### src/rtl/pwr_cntr_sched_pkg.sv
// Shared definitions for the power-activity counter scheduler: FSM encoding,
// default bank geometry and the full-scale counter value.
package pwr_cntr_sched_pkg;

   typedef enum logic [1:0] {
      ST_IDLE  = 2'd0,
      ST_RUN   = 2'd1,
      ST_CLEAR = 2'd2
   } state_t;

   localparam int unsigned DEF_NREQ = 4;
   localparam int unsigned DEF_NCNT = 8;
   localparam int unsigned DEF_CW   = 16;

   // Counters hold here instead of wrapping.
   localparam logic [DEF_CW-1:0] DEF_SAT = '1;

endpackage

### src/rtl/pwr_cntr_sched_rr_arb.sv
// Round-robin priority picker: first asserted request at or above ptr,
// wrapping modulo N. Produces a one-hot grant, its index and a valid flag.
module rr_arb #(
   parameter int unsigned N  = 4,
   parameter int unsigned PW = 2
) (
   input  logic [N-1:0]  req,
   input  logic [PW-1:0] ptr,
   output logic [N-1:0]  gnt,
   output logic [PW-1:0] gnt_idx,
   output logic          gnt_vld
);

   int unsigned   cand;
   logic [PW-1:0] ci;

   // NOTE: every output gets a default before the search so no latch is inferred.
   always_comb begin
      gnt     = '0;
      gnt_idx = '0;
      gnt_vld = 1'b0;
      cand    = 0;
      ci      = '0;
      for (int unsigned k = 0; k < N; k++) begin
         cand = (32'(ptr) + k) % N;
         ci   = PW'(cand);
         if (!gnt_vld && req[ci]) begin
            gnt[ci] = 1'b1;
            gnt_idx = ci;
            gnt_vld = 1'b1;
         end
      end
   end

endmodule

### src/rtl/pwr_cntr_sched.sv
// Power-activity counter bank: round-robin increment scheduling with
// saturation, a registered read port and a one-counter-per-cycle bank clear.
module pwr_cntr_sched
   import pwr_cntr_sched_pkg::*;
#(
   parameter int unsigned NREQ = DEF_NREQ,
   parameter int unsigned NCNT = DEF_NCNT,
   parameter int unsigned IW   = $clog2(NCNT),
   parameter int unsigned CW   = DEF_CW
) (
   input  logic               clk,
   input  logic               reset,
   input  logic               en,
   input  logic [NREQ-1:0]    ev_valid,
   input  logic [NREQ*IW-1:0] ev_idx,
   output logic [NREQ-1:0]    ev_ready,
   input  logic               clr,
   output logic               clr_busy,
   input  logic               rd_en,
   input  logic [IW-1:0]      rd_idx,
   output logic               rd_valid,
   output logic [CW-1:0]      rd_data,
   output logic [NCNT-1:0]    sat
);

   localparam int unsigned   RW      = (NREQ > 1) ? $clog2(NREQ) : 1;
   localparam logic [CW-1:0] SAT_MAX = '1;

   state_t          state_q, state_d;
   logic [RW-1:0]   rr_q, rr_d;
   logic [IW-1:0]   cidx_q, cidx_d;
   logic [CW-1:0]   cnt_q [NCNT];
   logic [CW-1:0]   cnt_d [NCNT];
   logic [NCNT-1:0] sat_q, sat_d;
   logic            rd_valid_q, rd_valid_d;
   logic [CW-1:0]   rd_data_q, rd_data_d;

   logic [NREQ-1:0] gnt;
   logic [RW-1:0]   gnt_idx;
   logic            gnt_vld;
   logic            grant_ok;
   logic            xfer;
   logic [IW-1:0]   xidx;

   rr_arb #(.N(NREQ), .PW(RW)) u_arb (
      .req     (ev_valid),
      .ptr     (rr_q),
      .gnt     (gnt),
      .gnt_idx (gnt_idx),
      .gnt_vld (gnt_vld)
   );

   // en gates the grant directly so it drops in the same cycle en falls.
   assign grant_ok = (state_q == ST_RUN) && en;
   assign ev_ready = grant_ok ? gnt : '0;
   assign xfer     = grant_ok && gnt_vld;
   assign xidx     = ev_idx[32'(gnt_idx)*IW +: IW];

   always_comb begin
      state_d = state_q;
      cidx_d  = '0;
      case (state_q)
         ST_IDLE:  if (clr) state_d = ST_CLEAR; else if (en)  state_d = ST_RUN;
         ST_RUN:   if (clr) state_d = ST_CLEAR; else if (!en) state_d = ST_IDLE;
         ST_CLEAR: begin
            cidx_d = cidx_q + IW'(1);
            if (cidx_q == IW'(NCNT-1)) begin
               cidx_d  = '0;
               state_d = en ? ST_RUN : ST_IDLE;
            end
         end
         default:  state_d = ST_IDLE;
      endcase
   end

   always_comb begin
      cnt_d = cnt_q;
      sat_d = sat_q;
      rr_d  = rr_q;
      if (xfer) begin
         if (cnt_q[xidx] == SAT_MAX) sat_d[xidx] = 1'b1;
         else                        cnt_d[xidx] = cnt_q[xidx] + CW'(1);
         rr_d = (gnt_idx == RW'(NREQ-1)) ? '0 : gnt_idx + RW'(1);
      end
      if (state_q == ST_CLEAR) begin
         cnt_d[cidx_q] = '0;
         sat_d[cidx_q] = 1'b0;
      end
      // Reads see the pre-update value, so a same-cycle increment is not visible.
      rd_valid_d = rd_en;
      rd_data_d  = rd_en ? cnt_q[rd_idx] : rd_data_q;
   end

   // NOTE: the counter bank is flops, not RAM, and must zero on reset, so it is reset in a loop.
   always_ff @(posedge clk or posedge reset) begin
      if (reset) begin
         state_q    <= ST_IDLE;
         rr_q       <= '0;
         cidx_q     <= '0;
         sat_q      <= '0;
         rd_valid_q <= 1'b0;
         rd_data_q  <= '0;
         for (int unsigned i = 0; i < NCNT; i++) cnt_q[i] <= '0;
      end else begin
         state_q    <= state_d;
         rr_q       <= rr_d;
         cidx_q     <= cidx_d;
         sat_q      <= sat_d;
         rd_valid_q <= rd_valid_d;
         rd_data_q  <= rd_data_d;
         cnt_q      <= cnt_d;
      end
   end

   assign clr_busy = (state_q == ST_CLEAR);
   assign rd_valid = rd_valid_q;
   assign rd_data  = rd_data_q;
   assign sat      = sat_q;

endmodule

### config.mk
export PLATFORM = sky130hd
export DESIGN_NAME = pwr_cntr_sched
export DESIGN_NICKNAME = d
export VERILOG_FILES = /design/src/rtl/pwr_cntr_sched_pkg.sv /design/src/rtl/pwr_cntr_sched_rr_arb.sv /design/src/rtl/pwr_cntr_sched.sv
export SDC_FILE = /design/constraint.sdc
export NUM_CORES = 1
export LEC_CHECK = 0
export ABC_AREA = 1
export CAP_MARGIN = 25
export CORE_AREA = 2 2 152 302
export DETAILED_ROUTE_END_ITERATION = 8
export DIE_AREA = 0 0 154 304
export PLACE_DENSITY = 0.47
export SLEW_MARGIN = 20
export SYNTH_ARGS = -nofsm -noshare
export SYNTH_HDL_FRONTEND = slang
export SYNTH_HIERARCHICAL = 1
export SYNTH_SLANG_ARGS = --single-unit
export TNS_END_PERCENT = 5
### constraint.sdc
create_clock -name clk -period 9.7 [get_ports clk]
set_input_delay 1.94 -clock clk [delete_from_list [all_inputs] [get_ports clk]]
set_output_delay 1.94 -clock clk [all_outputs]
set_load 0.05 [all_outputs]
==> metrics.txt, run 1 <==
worst r2r path cells=27; fin crit period=7.564 ns; first-pass GRT wire length=60310 um; hold_buf cts=0; Syn. warnings=6; syn nets=1709; worst min-delay path class=reg2reg; most common cell after layout, fill and taps aside=nand2_1; synth unique cells=39; Crit path required time=10.08 ns; Worst Skew=0.01426 ns; xor and xnor area share after synthesis=0.008678; #FFs+latches synth=160; startpoint types=input port; fraction of registers with async set or reset after synthesis=1.000; I/O Pins=54; CTS Buffer Depth=2; kind of critical path=in2reg; Slew headroom=0.3618; DR vias/cell=4.628; fin crit share=0.7798; number of CTS-inserted buffers=17; fillers=4958; HP Start=sat[2]; H-tree lvl count=4; WL final=38740 um; Die ar.=0.04682 sq mm; CP dominant cell by count=nand2_1; postcts setup bufs=0; dominant synthesized flop cell=dfrtp_1; Total GRT Usage=0.1685; post-route cell area=0.01245 sq mm; detailed placer's ending HPWL=25330 um; WHS Endpoint=sat[2]; number of global-route vias before repair=9874; fmax=132.2 MHz; Slowest cell on crit path=nand3_4; total grt overflow=0; CTS tree=done; PortBufs=53; Initial Util=0.2450; max-slew violations=0; DRC=0; FF-to-FF Start=rr_q[0]; TritonRoute pass-1 iters=7; Wirelength per Cell=17.18 um; Compound-Gate Fraction of Synth Area=0.1052; floorplan core area=0.04473 sq mm; Hold Crit Depth=1; Root Buffer=clkbuf_16; Post-synth EDFFs=0; DIE HEIGHT=304 um; Clk Latency, worst-skew pair=0.45 ns; GPL Wtd Cong=0.8388; RR Endpoint=cnt_q[5]; status=finished, final reports clean; Placed Instance Area=0.01176 sq mm; layout cells sized above 1=0.06372; Netlist Area Pre-Place=0.01096 sq mm; sequential share of the synthesized area=0.3654; CP Max Fanout=73; Final #Nets=1716; cts repair resizes=0; std cell rows=110; Area Growth Syn to Fin=13.63%; clk slew on worst S/H paths=0.07 ns; CP endpoint kind=flip-flop; final hold violations=0; Mapped Avg Cell Area=6.538 sq um; CP max stage delay=0.74 ns; Final setup viols=0; Final TNS setup=0 ns; number of max-cap violations=0; most frequent cells in the layout=nand2_1 (498), nor2_1 (302), inv_1 (181), dfrtp_1 (160), nand3_1 (153); n_diodes=0; CP Data Arrival Time=7.94 ns; Post-Synthesis Cells=1676; initial antenna violation count=0; main combinational cell family by area after synthesis=simple AND/OR/NAND/NOR gates; R2R setup slack=3.10 ns; ANT nets after route=0; Die W=154 um; post-synthesis mux area share=0.005481; largest net degree at the start of global routing=93; initial DRC count=729; post-synthesis adder-cell area fraction=0.01028; Sinks on Clock Net=160; Least-Margin Pin Slew=0.9563 ns; RSZ-0062 raised after global routing=no; DR vias=10440; Simple-Gate Fraction of Synth Area=0.3874
## layout make-up
type                       instances  area (sq um)  share of cell area
inverter                         203         767.0             0.06160
multi-input combinational       1234          5673              0.4556
timing repair buffer              67         648.1             0.05205
clock inverter                    12         206.4             0.01658
tap                              560         700.7             0.05627
sequential                       160          4004              0.3215
clock buffer                      19         452.9             0.03637
## cells by family after synthesis
family,Yosys count
compound gates,210
flops,160
fa+ha+maj,9
buf+inv,282
xor+xnor,7
simple gates,1002
mux,6
## sequential cells by signal (all words and copies together) (netlist names)
name	count
cidx_q	3
cnt_q	128
rd_data	16
rd_valid	1
rr_q	2
sat	8
state_q	2
## worst max-delay path: cells and delay by family
family | cells | cell delay (ns)
buffers and inverters | 5 | 1.80
AOI/OAI and AO/OA | 1 | 0.14
and+or+nand+nor | 20 | 3.73
adders and majority gates | 1 | 0.24
## synth_stat cells, types with 3 or more instances
| master | n | area, sq um |
|---|---|---|
| mux2i_1 | 6 | 60.06 |
| buf_4 | 8 | 60.06 |
| o21ai_1 | 14 | 70.07 |
| nand3_1 | 153 | 765.7 |
| a21oi_1 | 69 | 345.3 |
| clkinv_1 | 6 | 22.52 |
| nor2_4 | 3 | 33.78 |
| a21boi_0 | 4 | 30.03 |
| nand2_1 | 498 | 1869 |
| buf_6 | 20 | 225.2 |
| ha_1 | 9 | 112.6 |
| nand3_2 | 3 | 30.03 |
| nor2_1 | 302 | 1134 |
| a21oi_2 | 3 | 26.28 |
| o211ai_1 | 4 | 30.03 |
| buf_2 | 9 | 45.04 |
| dfrtp_1 | 160 | 4004 |
| o21a_1 | 8 | 60.06 |
| clkbuf_1 | 37 | 138.9 |
| nand4_1 | 9 | 56.30 |
| o221ai_1 | 12 | 105.1 |
| nand2_8 | 8 | 160.2 |
| o21ai_0 | 94 | 470.5 |
| inv_1 | 182 | 683.2 |
| inv_2 | 15 | 56.30 |
| nand2_2 | 14 | 87.58 |
| xor2_1 | 3 | 26.28 |
| nor2_2 | 6 | 37.54 |
## worst max-delay path by stage
stage	startpoint	to	slack [ns]	cells after the start
after global placement	ev_valid[3]	cnt_q[23]	1.77	27
after global routing	ev_valid[1]	cnt_q[18]	1.53	28
after CTS	ev_valid[3]	cnt_q[0]	2.14	27
after floorplan	reset	cidx_q[0]	3.44	1
after detailed placement	ev_valid[3]	cnt_q[55]	1.67	27
final	ev_valid[3]	cnt_q[5]	2.14	27
## metal layers
metal | global-route usage | vias up | part of all wire
met5 | 0 | - | 0
met4 | 0.05347 | 0 | 0.020
met3 | 0.02122 | 46 | 0.044
met2 | 0.2736 | 269 | 0.48
met1 | 0.2324 | 4883 | 0.46
li1 | - | 5239 | -
## through the flow
step | instances | utilization | worst slack (ns) | hold slack, ns
floorplan | 1676 | - | 3.440 | 0.4662
global placement | 2222 | 0.2629 | 1.768 | 0.4800
detailed placement | 2222 | 0.2629 | 1.672 | 0.4786
CTS | 2253 | 0.2776 | 2.138 | 0.5046
global route | 2255 | 0.2784 | 1.531 | 0.5211
finish | 2255 | 0.2784 | 2.136 | 0.4999
Power of run 1 is left out: the tool's default activity adds up to more than one toggle a clock period on the data nets, which glitch-free logic cannot reach.
==> inputs of run 2 (changes only) <==
Clock period 9.7 ns to 7.8 ns, I/O delays scaled along.
==> run 2 against run 1 <==
  * Worst hold slack lost 0.0049 ns
  * Sequential cell count stayed put
  * Critical path depth is 1 lower
  * Global-route usage down 0.59 points
  * Design area is 0.11% higher
  * Cell count increased by 0.31%
  * Wire length fell by 4.2%
  * Utilization is essentially flat
  * Clock skew is 0.0058 ns lower
  * Die area unchanged
  * Critical path type unchanged
  * Largest cell class unchanged
  * Highest routed layer unchanged
==> metrics.txt, run 2 (synthesis results as in run 1) <==
status=finished, final reports clean; CP Data Arrival Time=6.56 ns; max-slew violations=0; Slowest cell on crit path=nand3_4; layout cells sized above 1=0.06698; Root Buffer=clkbuf_16; ANT nets after route=0; Buf+Inv Stages, Crit Path=6; Final TNS setup=0 ns; largest net degree at the start of global routing=88; Crit path required time=8.14 ns; fin crit period=6.213 ns; CP max stage delay=0.58 ns; number of max-cap violations=0; Area Growth Syn to Fin=13.76%; n_diodes=0; CTS Buffer Depth=2; initial antenna violation count=0; total grt overflow=0; area of the multi-input gates=0.005673 sq mm; Least-Margin Pin Slew=0.8712 ns; TritonRoute pass-1 iters=5; hold_buf cts=0; fmax=161.0 MHz; postcts setup bufs=0; kind of critical path=in2reg; Total GRT Usage=0.1626; GPL Wtd Cong=0.8506; fin crit share=0.7966; Die W=154 um; DR vias=10330; fillers=4963; Slew headroom=0.4172; clk slew on worst S/H paths=0.07 ns; CP dominant cell by count=nand2_1; WL final=37100 um; floorplan core area=0.04473 sq mm; number of global-route vias before repair=9892; std cell rows=110; detailed placer's ending HPWL=26060 um; most common cell after layout, fill and taps aside=nand2_1; Sequential Area=0.004004 sq mm; Worst Skew=0.008476 ns; RSZ-0062 raised after global routing=no; Initial Util=0.2450; DR vias/cell=4.568; Die ar.=0.04682 sq mm; PortBufs=53; initial DRC count=598; CP top delay family=simple AND/OR/NAND/NOR gates; CTS tree=done; Top reg by flops=cnt_q; cts repair resizes=0; H-tree lvl count=4; Wirelength per Cell=16.40 um; DRC=0; number of flip-flops in the largest register=128; most frequent cells in the layout=nand2_1 (498), nor2_1 (302), inv_1 (181), dfrtp_1 (160), nand3_1 (153); Final setup viols=0; worst min-delay path class=reg2reg; I/O Pins=54; Final #Nets=1722; DIE HEIGHT=304 um; startpoint types=input port; Clk Latency, worst-skew pair=0.46 ns; CP Max Fanout=48; CP endpoint kind=flip-flop; first-pass GRT wire length=59260 um; number of CTS-inserted buffers=17; final hold violations=0; Sinks on Clock Net=160
==> run 2: final timing paths <==
| kind | from | endpoint | slack, ns | cells after the start |
|---|---|---|---|---|
| worst max-delay path | ev_valid[3] | cnt_q[113] | 1.59 | 26 |
| max in group asynchronous | reset | cnt_q[109] | 4.87 | 4 |
| worst min-delay path | sat[2] | sat[2] | 0.50 | 1 |
| worst min register to register | sat[2] | sat[2] | 0.50 | 1 |
| min in group asynchronous | reset | sat[4] | 1.65 | 2 |
| worst max register to register | rr_q[0] | cnt_q[113] | 2.11 | 26 |
==> run 2: layer usage <==
metal	track usage	vias to the layer above	part of all wire
met2	0.2587	253	0.46
met4	0.05738	0	0.023
met5	0	-	0
met3	0.01752	45	0.038
li1	-	5251	-
met1	0.2283	4783	0.48
==> run 2: area by class of cell <==
class                           instances  area share
Inverter                              203     0.06153
Multi-Input combinational cell       1234      0.4551
Tap cell                              560     0.05621
Clock buffer                           20     0.03664
Timing Repair Buffer                   73     0.05661
Sequential cell                       160      0.3212
Clock inverter                         12     0.01275
==> run 2: stage by stage <==
| step | instances | instance area (sq um) | utilization | setup slack, ns | hold WS, ns |
|---|---|---|---|---|---|
| 2_1_floorplan | 1676 | 10960 | - | 1.920 | 0.4662 |
| 3_3_place_gp | 2229 | 11820 | 0.2643 | 1.159 | 0.4784 |
| 3_5_place_dp | 2230 | 11850 | 0.2649 | 1.132 | 0.4798 |
| 4_1_cts | 2262 | 12470 | 0.2787 | 1.591 | 0.5025 |
| 5_1_grt | 2262 | 12470 | 0.2787 | 1.023 | 0.5070 |
| 6_report | 2262 | 12470 | 0.2787 | 1.587 | 0.4950 |
Power of run 2 is left out for the same reason.
